$ cat src/rtl/fp_pkg.sv
// Floating-point helpers shared by the result buffer and the divider bench's golden model.
// Holds the result classification enum and a width-generic classifier.
package fp_pkg;

  typedef enum logic [2:0] {
    FP_ZERO,
    FP_SUBNORMAL,
    FP_NORMAL,
    FP_INF,
    FP_NAN
  } fp_class_e;

  localparam int FP_EXP_MAX_W  = 32;
  localparam int FP_FRAC_MAX_W = 128;

  // Callers zero-extend their fields and pass their real exponent width.
  function automatic fp_class_e fp_classify(
    input logic [FP_EXP_MAX_W-1:0]  exp,
    input logic [FP_FRAC_MAX_W-1:0] frac,
    input int                       exp_w
  );
    logic [FP_EXP_MAX_W-1:0] ones;
    ones = '0;
    for (int i = 0; i < FP_EXP_MAX_W; i++) begin
      ones[i] = (i < exp_w);
    end
    if (exp == ones) begin
      return (frac != '0) ? FP_NAN : FP_INF;
    end
    if (exp == '0) begin
      return (frac == '0) ? FP_ZERO : FP_SUBNORMAL;
    end
    return FP_NORMAL;
  endfunction

endpackage

$ cat src/rtl/sync_fifo_fwft.sv
// First-word fall-through synchronous FIFO with wrap-bit pointers.
// A write is accepted when there is room, or when the head leaves in the same cycle.
module sync_fifo_fwft #(
  parameter  int WIDTH = 32,
  parameter  int DEPTH = 8,
  localparam int AW    = $clog2(DEPTH)
) (
  input  logic             clk_i,
  input  logic             rst_i,
  input  logic [WIDTH-1:0] wr_data_i,
  input  logic             wr_req_i,
  output logic             wr_acc_o,
  output logic [WIDTH-1:0] rd_data_o,
  output logic             rd_valid_o,
  input  logic             rd_ready_i,
  output logic [AW:0]      level_o
);

  logic [WIDTH-1:0] mem_q [DEPTH];
  logic [AW:0]      wr_ptr_q, wr_ptr_d;
  logic [AW:0]      rd_ptr_q, rd_ptr_d;
  logic             full, empty, push, pop;

  always_comb begin
    empty    = (wr_ptr_q == rd_ptr_q);
    full     = (wr_ptr_q[AW-1:0] == rd_ptr_q[AW-1:0]) && (wr_ptr_q[AW] != rd_ptr_q[AW]);
    pop      = !empty && rd_ready_i && !rst_i;
    push     = wr_req_i && (!full || pop) && !rst_i;
    wr_ptr_d = push ? wr_ptr_q + (AW+1)'(1) : wr_ptr_q;
    rd_ptr_d = pop  ? rd_ptr_q + (AW+1)'(1) : rd_ptr_q;
  end

  always_ff @(posedge clk_i) begin
    if (rst_i) begin
      wr_ptr_q <= '0;
      rd_ptr_q <= '0;
    end else begin
      wr_ptr_q <= wr_ptr_d;
      rd_ptr_q <= rd_ptr_d;
    end
  end

  // Storage is never cleared; an empty FIFO masks it at the output instead.
  always_ff @(posedge clk_i) begin
    if (push) begin
      mem_q[wr_ptr_q[AW-1:0]] <= wr_data_i;
    end
  end

  assign wr_acc_o   = push;
  assign rd_valid_o = !empty;
  assign rd_data_o  = empty ? '0 : mem_q[rd_ptr_q[AW-1:0]];
  assign level_o    = wr_ptr_q - rd_ptr_q;

endmodule

$ cat src/rtl/fp_result_buffer.sv
// Elastic buffer behind the divider: adds valid/ready flow control, classifies
// accepted results into saturating counters and flags drops with a sticky overflow.
module fp_result_buffer
  import fp_pkg::*;
#(
  parameter  int EXP_WIDTH  = 8,
  parameter  int FRAC_WIDTH = 23,
  parameter  int DEPTH      = 8,
  parameter  int CNT_WIDTH  = 16,
  localparam int W          = 1 + EXP_WIDTH + FRAC_WIDTH,
  localparam int LW         = $clog2(DEPTH) + 1
) (
  input  logic                 clk_i,
  input  logic                 rst_i,
  input  logic [W-1:0]         fp_i,
  input  logic                 valid_i,
  output logic [W-1:0]         fp_o,
  output logic                 valid_o,
  input  logic                 ready_i,
  output logic [LW-1:0]        level_o,
  output logic                 overflow_o,
  output logic [CNT_WIDTH-1:0] drop_cnt_o,
  output logic [CNT_WIDTH-1:0] nan_cnt_o,
  output logic [CNT_WIDTH-1:0] inf_cnt_o,
  output logic [CNT_WIDTH-1:0] zero_cnt_o,
  output logic [CNT_WIDTH-1:0] subn_cnt_o
);

  function automatic logic [CNT_WIDTH-1:0] sat_inc(input logic [CNT_WIDTH-1:0] cnt, input logic en);
    return (en && (cnt != '1)) ? cnt + CNT_WIDTH'(1) : cnt;
  endfunction

  logic                 push_acc, drop;
  fp_class_e            cls;
  logic                 overflow_q, overflow_d;
  logic [CNT_WIDTH-1:0] drop_cnt_q, drop_cnt_d;
  logic [CNT_WIDTH-1:0] nan_cnt_q, nan_cnt_d;
  logic [CNT_WIDTH-1:0] inf_cnt_q, inf_cnt_d;
  logic [CNT_WIDTH-1:0] zero_cnt_q, zero_cnt_d;
  logic [CNT_WIDTH-1:0] subn_cnt_q, subn_cnt_d;

  sync_fifo_fwft #(
    .WIDTH (W),
    .DEPTH (DEPTH)
  ) u_fifo (
    .clk_i      (clk_i),
    .rst_i      (rst_i),
    .wr_data_i  (fp_i),
    .wr_req_i   (valid_i),
    .wr_acc_o   (push_acc),
    .rd_data_o  (fp_o),
    .rd_valid_o (valid_o),
    .rd_ready_i (ready_i),
    .level_o    (level_o)
  );

  always_comb begin
    cls        = fp_classify(FP_EXP_MAX_W'(fp_i[W-2 -: EXP_WIDTH]),
                             FP_FRAC_MAX_W'(fp_i[FRAC_WIDTH-1:0]), EXP_WIDTH);
    drop       = valid_i && !push_acc && !rst_i;
    overflow_d = overflow_q || drop;
    drop_cnt_d = sat_inc(drop_cnt_q, drop);
    nan_cnt_d  = sat_inc(nan_cnt_q,  push_acc && (cls == FP_NAN));
    inf_cnt_d  = sat_inc(inf_cnt_q,  push_acc && (cls == FP_INF));
    zero_cnt_d = sat_inc(zero_cnt_q, push_acc && (cls == FP_ZERO));
    subn_cnt_d = sat_inc(subn_cnt_q, push_acc && (cls == FP_SUBNORMAL));
  end

  always_ff @(posedge clk_i) begin
    if (rst_i) begin
      overflow_q <= 1'b0;
      drop_cnt_q <= '0;
      nan_cnt_q  <= '0;
      inf_cnt_q  <= '0;
      zero_cnt_q <= '0;
      subn_cnt_q <= '0;
    end else begin
      overflow_q <= overflow_d;
      drop_cnt_q <= drop_cnt_d;
      nan_cnt_q  <= nan_cnt_d;
      inf_cnt_q  <= inf_cnt_d;
      zero_cnt_q <= zero_cnt_d;
      subn_cnt_q <= subn_cnt_d;
    end
  end

  assign overflow_o = overflow_q;
  assign drop_cnt_o = drop_cnt_q;
  assign nan_cnt_o  = nan_cnt_q;
  assign inf_cnt_o  = inf_cnt_q;
  assign zero_cnt_o = zero_cnt_q;
  assign subn_cnt_o = subn_cnt_q;

endmodule

$ cat config.mk
export PLATFORM = sky130hd
export DESIGN_NAME = fp_result_buffer
export DESIGN_NICKNAME = d
export VERILOG_FILES = /design/src/rtl/fp_pkg.sv /design/src/rtl/sync_fifo_fwft.sv /design/src/rtl/fp_result_buffer.sv
export SDC_FILE = /design/constraint.sdc
export NUM_CORES = 1
export LEC_CHECK = 0
export BUFFER_PORTS_ARGS = -buffer_cell sky130_fd_sc_hd__buf_2
export CAP_MARGIN = 20
export CELL_PAD_IN_SITES_DETAIL_PLACEMENT = 0
export CELL_PAD_IN_SITES_GLOBAL_PLACEMENT = 1
export CORE_MARGIN = 4
export CORE_UTILIZATION = 40
export DETAILED_ROUTE_END_ITERATION = 8
export PLACE_DENSITY = 0.64
export SYNTH_ARGS = -nofsm -noshare
export SYNTH_HDL_FRONTEND = slang
export SYNTH_HIERARCHICAL = 1
export SYNTH_SLANG_ARGS = --single-unit
export TNS_END_PERCENT = 20
$ cat constraint.sdc
create_clock -name clk_i -period 6.1 [get_ports clk_i]
set_input_delay 0.61 -clock clk_i [delete_from_list [all_inputs] [get_ports clk_i]]
set_output_delay 0.61 -clock clk_i [all_outputs]
set_load 0.02 [all_outputs]
Word-level counts from Yosys, hierarchy flattened
Memories as Yosys holds them, arrays and structs flattened. A register that Yosys moved wholly into a read port is not among the register bits. Index checks and enable logic that the tools add are counted.

Add/subtract/negate cells: 8. Equal/unequal tests: 12. Reductions and logical operators: 26. Mux-type cells: 14.

Operator list (count): $add A16 B1 Y16 const B (5); $ne A16 B16 Y1 const B (5); $mux W32 (1); $logic_not A23 Y1 (1); $reduce_bool A23 Y1 (1); $mux W3 (7); $logic_and A1 B1 Y1 (16); $add A4 B1 Y4 const B (2); $eq A8 B8 Y1 const B (1); $logic_not A8 Y1 (1); $mux W1 (6); $eq A4 B4 Y1 (1); $logic_not A1 Y1 (4); $sub A4 B4 Y4 (1); $eq A3 B1 Y1 const B (1); $eq A3 B2 Y1 const B (1); $eq A3 B3 Y1 (1); $eq A3 B3 Y1 const B (1); $logic_not A3 Y1 (1); $logic_or A1 B1 Y1 (2); $ne A1 B1 Y1 (1).

Memories: 1. Output and inout port bits: 118. Word-level logic and storage cells: 69. Input port bits: 36. Bits in writable memories: 256. Bits in registers: 89.

Memory list: u_fifo.mem_q (words 8, width 32, rd ports 1, clocked after memory_dff 1, write ports 1, RTL line sync_fifo_fwft.sv:19) `logic [WIDTH-1:0] mem_q [DEPTH];`.

Depth between registers and ports, before layout
Word-level depth: 11. Mapped depth: 13. Gate-level depth less buffers: 10.

Modules after synthesis
Netlist, hierarchy kept.

Modules (own cells, without submodules): sync_fifo_fwft (sequential area each 7907.6 sq um, times used 1, area an instance 10273.6 sq um, cells each 452); fp_result_buffer (sequential area each 1621.6 sq um, times used 1, area an instance 4307.9 sq um, cells each 524).

Worst setup path after synthesis
OpenSTA, ideal clock, no wires.

Path type: reg-to-reg. From: reg u_fifo.wr_ptr_q[0]. To: mem u_fifo.mem_q[4][0], enable pin. Clock period less this slack: 4.061 ns. Arrival time: 3.600 ns. Setup slack: 2.039 ns. Data required time: 5.639 ns. Path buffers: 1. Stages on the path, launching flop included: 8. Setup time: 0.461 ns. Cell sequence: dfxtp_1 clkbuf_1 inv_1 ha_1 nand3_1 or3_1 nand4b_1 nor3_1.

Longest elaborated chain between the ends: 9. Elaborated cells on any way between the ends: 12. Classes of those cells: eq/ne: 2; mux: 2; reduce/logical: 8.

RTL lines: start, declared (RTL line sync_fifo_fwft.sv:20) `logic [AW:0] wr_ptr_q, wr_ptr_d;`; start signal, assigned (RTL line sync_fifo_fwft.sv:38) `wr_ptr_q <= wr_ptr_d;`; $eq A4 B4 Y1 (RTL line sync_fifo_fwft.sv:25) `empty = (wr_ptr_q == rd_ptr_q);`; $logic_not A1 Y1 (RTL line sync_fifo_fwft.sv:27) `pop = !empty && rd_ready_i && !rst_i;`; $logic_and A1 B1 Y1 (2 in a row) (RTL line sync_fifo_fwft.sv:27); $logic_or A1 B1 Y1 (RTL line sync_fifo_fwft.sv:28) `push = wr_req_i && (!full || pop) && !rst_i;`; $logic_and A1 B1 Y1 (2 in a row) (RTL line sync_fifo_fwft.sv:28); $mux W1 (RTL line sync_fifo_fwft.sv:45) `if (push) begin`; $mux W1 (implied by the code) (RTL line sync_fifo_fwft.sv:46) `mem_q[wr_ptr_q[AW-1:0]] <= wr_data_i;`; end, declared (RTL line sync_fifo_fwft.sv:19).

Several ways; a longest one is shown, not always the timed one.

Final worst setup path
From: reg u_fifo.wr_ptr_q[0]. To: reg inf_cnt_q[8] (netlist: inf_cnt_o[8]).

Longest elaborated chain between the ends: 9. Elaborated cells on any way between the ends: 12. Classes of those cells: eq/ne: 2; reduce/logical: 10.

RTL lines: $eq A4 B4 Y1 (RTL line sync_fifo_fwft.sv:25); $logic_not A1 Y1 (RTL line sync_fifo_fwft.sv:27); $logic_and A1 B1 Y1 (2 in a row) (RTL line sync_fifo_fwft.sv:27); $logic_or A1 B1 Y1 * (RTL line sync_fifo_fwft.sv:28); $logic_and A1 B1 Y1 * (2 in a row) (RTL line sync_fifo_fwft.sv:28); net push_acc (RTL line fp_result_buffer.sv:33) `logic push_acc, drop;`; $logic_and A1 B1 Y1 * (RTL line fp_result_buffer.sv:64) `inf_cnt_d = sat_inc(inf_cnt_q, push_acc && (cls == FP_INF));`; $logic_and A1 B1 Y1 * (RTL line fp_result_buffer.sv:30) `return (en && (cnt != '1)) ? cnt + CNT_WIDTH'(1) : cnt;`; end signal, assigned (RTL line fp_result_buffer.sv:81) `inf_cnt_q <= inf_cnt_d;`; end, declared (RTL line fp_result_buffer.sv:38) `logic [CNT_WIDTH-1:0] inf_cnt_q, inf_cnt_d;`.

Mark *: on every way through the listed nets, which the timed path passes. The rest lies on a longest branch. A chain may end at the register's enable or synchronous reset.

==> flow_summary.json <==
{
  "worst_path_max_delay_cell": "or4b_2",
  "swShare_pct": 24.3,
  "cts_max_level": 2,
  "finalSetupViolCount": 0,
  "grt_overflow": 0,
  "dr.pass1.iters": 4,
  "grt_pass1_wl_um": 52000,
  "slew_headroom_pct": 38.6,
  "pwr-share-clk_pct": 41.1,
  "syn_to_final_growth_pct": 17.2,
  "synthAdderAreaFrac_pct": 0.995,
  "max_cap_viol_count": 0,
  "die_area_mm2": 0.0396,
  "antenna_cells": 0,
  "ant_nets": 0,
  "clkTransAtPathRegs_ns": 0.06,
  "p_int_uw": 4290,
  "synth-compound-area-share_pct": 8.44,
  "synth-main-ff-cell": "edfxtp_1",
  "finalPower_uw": 5670,
  "rsz0062_at_grt": "no",
  "placementRows": 69,
  "finalNetCount": 1179,
  "cp_common_cell": "nand3_1",
  "slowest_delay_ns": 0.85,
  "synth_nets": 1023,
  "yosysTopAreaCell": "edfxtp_1",
  "start_util_pct": 40.8,
  "antenna_found_initial": 2,
  "arrival_ns": 4.12,
  "switchingPower_uw": 1380,
  "worstSetupEndpointType": "flip-flop",
  "synth-simple-area-share_pct": 10.6,
  "viasPerCell": 5.59,
  "postSynthAreaPerCell_um2": 14.9,
  "grt_max_degree": 47,
  "drc": 0,
  "synthArstFlopShare_pct": 0,
  "initialDrtViolationCount": 420,
  "vias": 9074,
  "netlist_top_cells_area": "edfxtp_1 (53%), dfxtp_1 (13%), mux4_2 (7.6%)",
  "insertion_delay_ns": 0.52,
  "avgRoutedWirePerCell_um": 21.0,
  "fmax_ghz": 0.273,
  "core-area_mm2": 0.0357,
  "die_x_um": 199,
  "die_height_um": 199,
  "cts_buffers": 39,
  "seq_area_frac_synth_pct": 65.4,
  "drive_gt1_share_pct": 26.0,
  "final_util_pct": 47.8,
  "final_hold_viol_count": 0,
  "path_class": "reg -> reg",
  "peakVddDrop_mv": 0.170,
  "synthXorXnorAreaFrac_pct": 0.910,
  "synth.distinct_cells": 67,
  "cp-start-kind": "flip-flop",
  "worstPathRequired_ns": 6.55,
  "netlist_instances": 976,
  "muxShareOfSynthArea_pct": 11.2,
  "globalplace.congestion": 0.748,
  "min_period_ns": 3.67,
  "cts_tree": "built",
  "critPathMaxFanout": 24,
  "nFillCells": 3176,
  "fin_skew_ns": 0.00726,
  "holdWs_ns": 0.369,
  "ctsResizeCount": 0,
  "ys_seq_elements": 348,
  "clock-root-buffer": "clkbuf_16",
  "ios": 154,
  "post-dp-hpwl_um": 20500,
  "cts.sinks": 348,
  "synth_edf_count": 256,
  "finalCritPeriodShare_pct": 60.1,
  "clockBufferDepth": 3,
  "powerDensity_mw_per_mm2": 332,
  "postCtsHoldBufs": 0,
  "path_cells": "inv_1 > ha_1 > nand3_1 > o31a_1 > nor2b_1 > nand3_1 > nor3_1 > nand3_1 > or4b_2 > a21oi_1",
  "status": "finished clean",
  "drt_wl_total_um": 34000,
  "io_buffers": 153,
  "worstMarginPinSlew_ns": 0.920,
  "p_seq_share_pct": 46.5,
  "synth.yosys.warnings": 6,
  "post_cts_buffers": 0,
  "grt_pass1_vias": 8879,
  "p_comb_share_pct": 12.4,
  "tns_ns": 0,
  "timing.final.max_slew_violations": 0,
  "syn_area_mm2": 0.0146,
  "synth_top_family_by_area": "multiplexers",
  "grtUsageTotal_pct": 16.9,
  "hold_path_class": "in -> reg",
  "yosys.area.top_type_share_pct": 52.7,
  "leakage_uw": 0.00577
}
==> area by class of cell <==
type,count,area [µm²],share of cell area [%]
Clock buffer,49,1030,6.06
Sequential cell,348,9530,55.8
Multi-Input combinational cell,555,4750,27.8
Timing Repair Buffer,167,871,5.10
Clock inverter,22,236,1.38
Tap cell,461,577,3.38
Inverter,21,78.8,0.461
==> sequential cells by signal (all words and copies together), names as in the netlist, named ones only <==
register,flops
drop_cnt_o,16
inf_cnt_o,16
nan_cnt_o,16
overflow_o,1
subn_cnt_o,16
u_fifo/mem_q,256
u_fifo/rd_ptr_q,4
u_fifo/wr_ptr_q,4
zero_cnt_o,16
==> cell usage in the layout (no fill, tap or decap), types with 27 or more instances in the layout <==
cell type and count:
edfxtp_1 256, buf_2 153, dfxtp_1 90, a21oi_1 63, nand2_1 49, mux4_2 49, clkbuf_16 40, nor2_1 39
nand3_1 33, a22o_1 32, or4_1 29, o31ai_1 27
==> through the flow <==
step           instances  setup WS (ns)  area [µm²]
2_1_floorplan        976           2.04       14600
3_3_place_gp        1552           2.52       15800
3_5_place_dp        1552           2.44       15800
4_1_cts             1623           2.35       17100
5_1_grt             1623           2.08       17100
6_report            1623           2.43       17100
==> critical path: cells and delay by family, from the launching register on <==
kind | cells | cell delay [ns]
AO/OA/AOI/OAI | 2 | 0.39
AND/OR/NAND/NOR | 6 | 2.26
flip-flops | 1 | 0.50
buffers and inverters | 1 | 0.11
adder cells (fa/ha/maj) | 1 | 0.33
==> power by group through the flow <==
stage	Clock (µW)	Sequential (µW)	Combinational [µW]
after floorplan	0	2630	529
after global placement	0	2690	716
after detailed placement	0	2690	719
after CTS	2400	2640	719
after global routing	2500	2650	755
final	2330	2640	701
==> routing by layer <==
metal	part of all wire, %	track usage (%)	vias to the layer above
met1	45	23.3	4573
li1	-	-	4263
met4	1.6	3.32	4
met2	49	28.0	187
met3	5.1	3.57	47
met5	0.065	0	-
==> worst paths after layout <==
path	start	to	depth (start not counted)	slack, ns
worst min-delay path	fp_i[20]	u_fifo/mem_q[0][20]	1	0.37
worst max-delay path	u_fifo/wr_ptr_q[0]	inf_cnt_o[8]	10	2.43
worst min register to register	overflow_o	overflow_o	2	0.48
worst max register to register	u_fifo/wr_ptr_q[0]	inf_cnt_o[8]	10	2.43
==> cell usage after synthesis, types with 2 or more instances <==
| library cell | instances |
|---|---|
| and3_1 | 7 |
| nand2_1 | 49 |
| or4b_2 | 4 |
| ha_1 | 10 |
| buf_2 | 16 |
| mux4_2 | 49 |
| o311ai_0 | 2 |
| and4_1 | 10 |
| buf_6 | 8 |
| buf_4 | 2 |
| nor2b_1 | 6 |
| edfxtp_1 | 256 |
| mux2_2 | 6 |
| o21ai_1 | 2 |
| nand4b_1 | 2 |
| mux4_1 | 15 |
| dfxtp_1 | 92 |
| o311a_1 | 2 |
| a31o_2 | 3 |
| nand2b_1 | 3 |
| or4_1 | 29 |
| and2_1 | 6 |
| nor3_1 | 9 |
| a22o_1 | 32 |
| a21oi_1 | 63 |
| o211ai_1 | 2 |
| nand3_1 | 33 |
| nand4_1 | 19 |
| inv_1 | 21 |
| o21ai_0 | 25 |
| xor2_1 | 6 |
| or3_1 | 21 |
| xnor2_1 | 6 |
| nor2_1 | 45 |
| nor3b_1 | 3 |
| mux2i_1 | 7 |
| clkbuf_1 | 25 |
| nor4_1 | 11 |
| o21a_1 | 5 |
| o41ai_1 | 9 |
| o31ai_1 | 27 |
| a21o_1 | 3 |
==> cells by family (layout without fill, tap and decap cells) <==
kind of cell / after synthesis / in the layout
AND/OR/NAND/NOR: 272 / 272
adder cells (fa/ha/maj): 11 / 11
AO/OA/AOI/OAI: 182 / 182
flip-flops: 348 / 348
multiplexers: 77 / 77
buffers and inverters: 73 / 259
XOR/XNOR: 13 / 13
Power figures use the tool's default switching activity.
